$ cat src/rtl/div32u_seq_trunc.sv
// div32u_seq_trunc: iterative 32/16 unsigned restoring divider, one quotient bit per clock, optional truncated LSB iterations
// Ports:
//   clk, rst         rising-edge clock, asynchronous active-high reset
//   in_valid/ready   operand handshake; A = 32-bit dividend, B = 16-bit divisor
//   out_valid/ready  result handshake; Q quotient, R remainder, OVF quotient overflow, DBZ divide by zero
module div32u_seq_trunc #(
    parameter int TRUNC_BITS = 0
) (
    input  logic        clk,
    input  logic        rst,
    input  logic        in_valid,
    output logic        in_ready,
    input  logic [31:0] A,
    input  logic [15:0] B,
    output logic        out_valid,
    input  logic        out_ready,
    output logic [15:0] Q,
    output logic [15:0] R,
    output logic        OVF,
    output logic        DBZ
);
    localparam int N = 16 - TRUNC_BITS;

    // LOAD is the cycle after accept that classifies the latched operands
    typedef enum logic [1:0] {IDLE, LOAD, RUN, DONE} state_t;
    state_t state, nxt;

    logic [31:0] d;
    logic [15:0] v;
    logic [15:0] p;
    logic [15:0] dl;
    logic [14:0] qw;
    logic [4:0]  cnt;
    logic [16:0] t;
    logic        qbit;
    logic [15:0] p_nx;

    always_ff @(posedge clk or posedge rst) begin
        if (rst) state <= IDLE;
        else state <= nxt;
    end

    always_comb begin
        nxt = state;
        case (state)
            IDLE: nxt = in_valid ? LOAD : IDLE;
            LOAD: nxt = (v == 16'd0 || d[31:16] >= v) ? DONE : RUN;
            RUN:  nxt = (cnt == 5'd1) ? DONE : RUN;
            DONE: nxt = out_ready ? IDLE : DONE;
            default: nxt = IDLE;
        endcase
    end

    always_comb begin
        in_ready  = state == IDLE;
        out_valid = state == DONE;
    end

    // Partial remainder stays below V, so 16 bits hold it; T needs the 17th bit
    always_comb begin
        t    = {p, dl[15]};
        qbit = t >= {1'b0, v};
        p_nx = qbit ? 16'(t - {1'b0, v}) : t[15:0];
    end

    always_ff @(posedge clk or posedge rst) begin
        if (rst) begin
            d   <= '0;
            v   <= '0;
            p   <= '0;
            dl  <= '0;
            qw  <= '0;
            cnt <= '0;
            Q   <= '0;
            R   <= '0;
            OVF <= 1'b0;
            DBZ <= 1'b0;
        end else if (state == IDLE && in_valid) begin
            d <= A;
            v <= B;
        end else if (state == LOAD) begin
            if (v == 16'd0 || d[31:16] >= v) begin
                Q   <= 16'hFFFF;
                R   <= '0;
                DBZ <= v == 16'd0;
                OVF <= v != 16'd0;
            end else begin
                p   <= d[31:16];
                dl  <= d[15:0];
                qw  <= '0;
                cnt <= 5'(N);
            end
        end else if (state == RUN) begin
            p   <= p_nx;
            dl  <= {dl[14:0], 1'b0};
            qw  <= {qw[13:0], qbit};
            cnt <= cnt - 5'd1;
            if (cnt == 5'd1) begin
                // Skipped iterations leave the quotient LSBs at zero
                Q   <= 16'({qw, qbit} << TRUNC_BITS);
                R   <= p_nx;
                OVF <= 1'b0;
                DBZ <= 1'b0;
            end
        end
    end
endmodule

$ cat config.mk
export PLATFORM = sky130hd
export DESIGN_NAME = div32u_seq_trunc
export DESIGN_NICKNAME = d
export VERILOG_FILES = /design/src/rtl/div32u_seq_trunc.sv
export SDC_FILE = /design/constraint.sdc
export NUM_CORES = 1
export LEC_CHECK = 0
export CAP_MARGIN = 20
export CELL_PAD_IN_SITES_DETAIL_PLACEMENT = 1
export CELL_PAD_IN_SITES_GLOBAL_PLACEMENT = 2
export CORE_MARGIN = 2
export CORE_UTILIZATION = 39
export DETAILED_ROUTE_END_ITERATION = 16
export GPL_ROUTABILITY_DRIVEN = 1
export HOLD_SLACK_MARGIN = 0.08
export PLACE_DENSITY = 0.91
export SYNTH_ARGS = -nofsm -noshare
export SYNTH_HDL_FRONTEND = slang
export SYNTH_SLANG_ARGS = --single-unit
$ cat constraint.sdc
create_clock -name clk -period 7.1 [get_ports clk]
set_input_delay 1.775 -clock clk [delete_from_list [all_inputs] [get_ports clk]]
set_output_delay 1.775 -clock clk [all_outputs]
set_load 0.1 [all_outputs]
Word-level counts from Yosys, hierarchy flattened --
Index checks and enable logic that the tools add are counted. W data, S select, Z words.
Word-level totals: register bits after elaboration 136, logic and storage cells 63, bits of input ports 52, output and inout port bits 36
Operators by class: reduce and logical (&&, ||, !) cells 9, eq/ne operators 6, bitwise operators 1, add/sub/neg operators 2, mux-type cells 32, order comparisons 2
Operators by type and width (number):
- $mux W16 | 15
- $mux W15 | 3
- $ge A17 B16 Y1 | 1
- $ge A16 B16 Y1 | 1
- $logic_not A16 Y1 | 1
- $reduce_bool A16 Y1 | 1
- $sub A16 B16 Y16 | 1
- $mux W5 | 3
- $mux W1 | 9
- $pmux W2 S4 | 1
- $eq A5 B1 Y1 const B | 1
- $sub A5 B1 Y5 const B | 1
- $eq A2 B2 Y1 const B | 2
- $reduce_and A4 Y1 | 1
- $reduce_bool A2 Y1 | 2
- $reduce_and A3 Y1 | 1
- $eq A2 B1 Y1 const B | 1
- $logic_not A2 Y1 | 1
- $mux W2 | 1
- $ne A2 B1 Y1 const B | 1
- $ne A2 B2 Y1 const B | 1
- $logic_and A1 B1 Y1 | 1
- $logic_or A1 B1 Y1 | 1
- $not A1 Y1 | 1

Longest topological paths before layout --
Gate-level depths: netlist (run 1).
word-level depth 5, depth in mapped cells 11, depth with buffers taken out 10

Least setup slack after synthesis (run 1) --
Ideal clock, no wire load.
path kind in2reg, start input in_valid, end register OVF, path buffers 2, data required time 7.031 ns, slack 4.002 ns, setup time 0.069 ns, cell stages on the path 7, arrival 3.029 ns, cells stage by stage nand2_1 > and2_1 > clkbuf_1 > nand2_1 > nor2_1 > clkbuf_1 > a22o_1
On the way: word-level cells in the longest chain between the ends 3
RTL lines:
- start, declared | line 11 | input logic in_valid,
- $logic_and A1 B1 Y1 | line 78 | end else if (state == IDLE && in_valid) begin
- $not A1 Y1 (no source line)
- $reduce_and A4 Y1 (no source line)
- end signal, assigned | line 76 | OVF <= 1'b0;
- end signal, assigned | line 86 | OVF <= v != 16'd0;
- end signal, assigned | line 102 | OVF <= 1'b0;
- end, declared | line 19 | output logic OVF,
No other way between the ends. A chain may end at the register's enable or synchronous reset.

Final worst setup path (run 1) --
start input in_valid, end register R[5]
On the way: word-level cells in the longest chain between the ends 3
RTL lines:
- $logic_and A1 B1 Y1 | line 78
- $not A1 Y1 (no source line)
- $reduce_and A4 Y1 (no source line)
- end signal, assigned | line 101 | R <= p_nx;
- end, declared | line 18 | output logic [15:0] R,
No other way between the ends.

==> impl_metrics.tcl, run 1 <==
set metrics [dict create \
    die_h_um 138 \
    cts_made_buffers 17 \
    start_util 0.395 \
    drc 0 \
    hp-class "reg2reg" \
    fill_cells 1929 \
    yosysWarnings 0 \
    wl_per_cell_um 19.7 \
    synth_nets 748 \
    crit_fanout 25 \
    grt_pass1_wl_um 31500 \
    fin_crit_ps 4390 \
    drive_above_1_share 0.141 \
    setup-violations-final 0 \
    synth_edf_count 0 \
    skew_ps 9.80 \
    num_antenna_cells 0 \
    path_clk_slew_ps 60 \
    clockBufferDepth 2 \
    worst_slew_pin_slew_ps 1000 \
    cp-start-kind "primary input" \
    crit_type "in2reg" \
    die_area_sq_um 19100 \
    slowest_delay_ps 790 \
    yosys_most_used_dff "dfrtp_1" \
    cpMostUsedCell "nand2_1" \
    finalHoldViolCount 0 \
    postCtsResizedCells 0 \
    rows 49 \
    netlist_instances 657 \
    critPathTopFamily "simple AND/OR/NAND/NOR gates" \
    grt_use_total 0.206 \
    synth_cell_types 66 \
    cts_setup_buffers 0 \
    fmax_ghz 0.228 \
    postRouteAntennaNets 0 \
    die_w_um 138 \
    syn_area_sq_um 7040 \
    fin_nets 825 \
    avgSynthCellArea_sq_um 10.7 \
    ys_seq_area_frac 0.483 \
    end_kind "flop" \
    slew_violations 0 \
    ios 88 \
    h-tree-depth 4 \
    routed_wl_um 19300 \
    clock-root-buffer "clkbuf_16" \
    antenna_found_initial 0 \
    drv_cap 0 \
    first_global_vias 5839 \
    dp_hpwl_um 14000 \
    yosys_register_bits 136 \
    numClockSinks 136 \
    maxSlewHeadroom 0.328 \
    cp_num_buf_inv 1 \
    syn_to_final_growth_pct 23.5 \
    viasPerCell 5.61 \
    synth_top_area_cell "dfrtp_1" \
    grt_overflow 0 \
    cts_tree "done" \
    clk_latency_ps 440 \
    min_period_over_period 0.619 \
    postCtsHoldBufs 0 \
    cp.required_ps 7430 \
    place.gp.congestion 0.868 \
    synth-async-reset-ratio 1.00 \
    drtIter0Drc 228 \
    path_cells "clkdlybuf4s50_1, nand2_2, nand2_1, nor2_1, nand2_1, o21ai_0" \
    cp.arrival_ps 4720 \
    status "completed" \
    rsz0062_at_grt "false" \
    dr.pass1.iters 4 \
    crit_slowest_cell "nor2_1" \
    setup_tns_ps 0 \
    grt_max_degree 85 \
    port_buffers 87 \
    synth.top_cell.area_share 0.483 \
    num_vias 5473 \
    design.core.area_sq_um 17800 \
    synth_area_leaders "dfrtp_1, mux2_2, ha_1" \
]
worst reg2reg max path: cells and delay by family (launching register included):
kind,cells,cell delay (ps)
fa+ha+maj,1,370
buf+inv,1,100
simple gates,1,600
compound gates,5,1600
flops,1,390
mux,1,500
kinds of logic (layout without fill, tap and decap cells):
group                      after synthesis  after routing  synth area share
AOI/OAI and AO/OA                      169            169             0.168
and+or+nand+nor                        164            164             0.112
DFF                                    136            136             0.483
muxes                                   75             75             0.115
buffers and inverters                   65            155            0.0396
adders and majority gates               39             39            0.0704
xor gates and xnor gates                 9              9            0.0112
Yosys cell counts, types with 7 or more instances:
| cell type | number |
|---|---|
| mux2_2 | 48 |
| xnor2_1 | 8 |
| a21o_1 | 9 |
| clkbuf_1 | 19 |
| a22o_1 | 16 |
| nand2_1 | 79 |
| nand3_1 | 9 |
| nand4_1 | 9 |
| nor2_1 | 22 |
| dfrtp_1 | 136 |
| nor3_1 | 8 |
| inv_1 | 30 |
| o21ai_0 | 47 |
| mux2i_1 | 27 |
| ha_1 | 38 |
| buf_2 | 7 |
| a21oi_1 | 32 |
| a221o_1 | 12 |
| o221ai_1 | 8 |
area by class of cell:
cell class | instances | area [sq um] | area share
clock buffers | 20 | 447 | 0.0514
clock inverters | 12 | 145 | 0.0167
inverters | 30 | 118 | 0.0135
multi-input cells | 456 | 3370 | 0.388
flip-flops and latches | 136 | 3400 | 0.391
well taps | 229 | 287 | 0.0329
repair buffers | 93 | 923 | 0.106
placed cells by master (no fill, tap or decap), drive strengths merged, types with 7 or more instances in the layout:
cell type	synthesis	final
nor2	22	22
inv	30	32
nand3	10	10
mux2i	27	27
o221ai	8	8
clkdlybuf4s50	0	87
dfrtp	136	136
nand2	79	79
xnor2	8	8
a22o	17	17
a21o	9	9
nor3	8	8
o21ai	49	49
a21oi	33	33
a221o	12	12
mux2	48	48
nand4	10	10
ha	38	38
clkinv	0	7
clkbuf	19	20
metal layers:
layer / vias up / global-route usage / part of all wire
met5: - / 0 / 0
met4: 0 / 0.0773 / 0.020
met3: 27 / 0.0360 / 0.033
met2: 111 / 0.359 / 0.51
met1: 2796 / 0.258 / 0.44
li1: 2539 / - / -
path summary, 6_finish.rpt:
check,depth (start not counted),slack [ps],from,endpoint
setup / recovery,6,2710,in_valid,R[5]$_DFFE_PP0P_
hold / removal,2,480,R[15]$_DFFE_PP0P_,R[15]$_DFFE_PP0P_
setup reg to reg,9,3360,v[3]$_DFFE_PP0P_,p[3]$_DFFE_PP0P_
hold reg to reg,2,480,R[15]$_DFFE_PP0P_,R[15]$_DFFE_PP0P_
max in group asynchronous,3,4040,rst,R[10]$_DFFE_PP0P_
min in group asynchronous,2,1850,rst,p[2]$_DFFE_PP0P_
flip-flops by register name, indices dropped and copies added (netlist names):
signal and flops:
DBZ 1, OVF 1, Q 16, R 16, cnt 5, d 32
dl 16, p 16, qw 15, state 2, v 16
per-stage QoR:
step / worst slack [ps] / cells / utilization / hold WS, ps / cell area (sq um)
detailed placement: 2270 / 943 / 0.453 / 466 / 8090
global route: 2450 / 976 / 0.487 / 519 / 8700
finish: 2710 / 976 / 0.487 / 483 / 8700
CTS: 2700 / 975 / 0.487 / 487 / 8680
floorplan: 1690 / 657 / - / 438 / 7040
global placement: 2520 / 943 / 0.453 / 464 / 8090
Power of run 1 is not shown: default switching activity piles up to over one toggle a cycle in this logic, so the estimate is an artifact.
==> inputs of run 2 (changes only) <==
CORE_UTILIZATION = 36   (was 39)
PLACE_DENSITY = 0.85   (was 0.91)
clock period = 4.4 ns   (was 7.1 ns; I/O delays follow)
==> impl_metrics.tcl, run 2 (same netlist as run 1, synthesis figures left out) <==
set metrics [dict create \
    worst_slew_pin_slew_ps 1010 \
    crit_fanout 3 \
    viasPerCell 5.32 \
    end_kind "output port" \
    clock-root-buffer "clkbuf_16" \
    clockBufferDepth 2 \
    postCtsResizedCells 0 \
    ff2ff_path_depth 10 \
    pre_cts_ws_ps 799 \
    slew_violations 0 \
    maxSlewHeadroom 0.325 \
    drive_above_1_share 0.146 \
    postCtsHoldBufs 0 \
    slowest_delay_ps 1160 \
    fin_crit_ps 3420 \
    dp_hpwl_um 14200 \
    drtIter0Drc 264 \
    numClockSinks 136 \
    num_vias 5397 \
    reg2reg_slack_ps 1180 \
    hold_ws_ps 483 \
    syn_to_final_growth_pct 23.8 \
    setup_slack_ps 979 \
    hp-class "reg2reg" \
    cp.required_ps 3300 \
    cts_tree "done" \
    path_cells "inv_1, ha_1, clkdlybuf4s50_1" \
    path_clk_slew_ps 60 \
    die_h_um 144 \
    antenna_found_initial 0 \
    die_area_sq_um 20700 \
    cts_setup_buffers 0 \
    final_common_cell "dfrtp_1" \
    largest_register_ffs 32 \
    fin_cells 1014 \
    cp.arrival_ps 2320 \
    routed_wl_um 19000 \
    wl_per_cell_um 18.7 \
    reg2reg_to "p[3]$_DFFE_PP0P_" \
    design.core.area_sq_um 19300 \
    cp-start-kind "flop" \
    hp-start "dl[11]$_DFFE_PP0P_" \
    place.gp.congestion 0.835 \
    grt_max_degree 70 \
    layout_common_cells "dfrtp_1, clkdlybuf4s50_1, nand2_1" \
    rows 51 \
    clk_latency_ps 420 \
    min_to "dl[11]$_DFFE_PP0P_" \
    postRouteAntennaNets 0 \
    finalHoldViolCount 0 \
    cts_made_buffers 17 \
    rsz0062_at_grt "false" \
    dr.pass1.iters 4 \
    fin_nets 829 \
    status "completed" \
    num_antenna_cells 0 \
    die_w_um 144 \
    drv_cap 0 \
    grt_use_total 0.196 \
    largest_register "d" \
    min_path_cells 2 \
    setup-violations-final 0 \
    fmax_ghz 0.292 \
    crit_slowest_cell "clkdlybuf4s50_1" \
    start_util 0.364 \
    grt_overflow 0 \
    placedCellCount 983 \
    grt_pass1_wl_um 31200 \
    drc 0 \
    rr_startpoint "v[3]$_DFFE_PP0P_" \
    setup_tns_ps 0 \
    crit_type "reg2out" \
    h-tree-depth 4 \
    port_buffers 87 \
    skew_ps 9.46 \
    min_period_over_period 0.778 \
    first_global_vias 5871 \
    ios 88 \
    fill_cells 2103 \
]
## run 2: worst max-delay path, delay by kind of cell (launching register included)
kind | cells | cell delay [ps]
adder cells (fa/ha/maj) | 1 | 220
buffers and inverters | 2 | 1280
flip-flops | 1 | 410
## run 2: per-stage QoR
stage,area (sq um),util
4_1_cts,8700,0.450
5_1_grt,8720,0.451
2_1_floorplan,7040,-
3_3_place_gp,8180,0.423
3_5_place_dp,8180,0.423
6_report,8720,0.451
## run 2: worst max-delay path by stage
| stage | start | to | slack [ps] | cells past startpoint |
|---|---|---|---|---|
| detailed placement | in_valid | R[2]$_DFFE_PP0P_ | 800 | 8 |
| global placement | in_valid | Q[15]$_DFFE_PP0P_ | 950 | 8 |
| CTS | state[0]$_DFF_PP0_ | in_ready | 950 | 3 |
| floorplan | rst | DBZ$_DFFE_PP0P_ | 1610 | 1 |
| global route | v[1]$_DFFE_PP0P_ | dl[5]$_DFFE_PP0P_ | 890 | 7 |
| finish | state[0]$_DFF_PP0_ | in_ready | 980 | 3 |
## run 2: layout make-up
| type | count | area [sq um] | area share |
|---|---|---|---|
| clock buffers | 17 | 425 | 0.0488 |
| well taps | 265 | 332 | 0.0380 |
| clock inverters | 13 | 100 | 0.0115 |
| multi-input cells | 456 | 3370 | 0.387 |
| inverters | 30 | 116 | 0.0133 |
| repair buffers | 97 | 966 | 0.111 |
| flip-flops and latches | 136 | 3400 | 0.390 |
## run 2: routing by layer
metal,up-vias,share of wire,GRT usage
li1,2557,-,-
met1,2721,0.43,0.245
met2,101,0.51,0.342
met3,18,0.040,0.0310
met4,0,0.018,0.0728
met5,-,0,0
Power of run 2 is left out for the same reason.
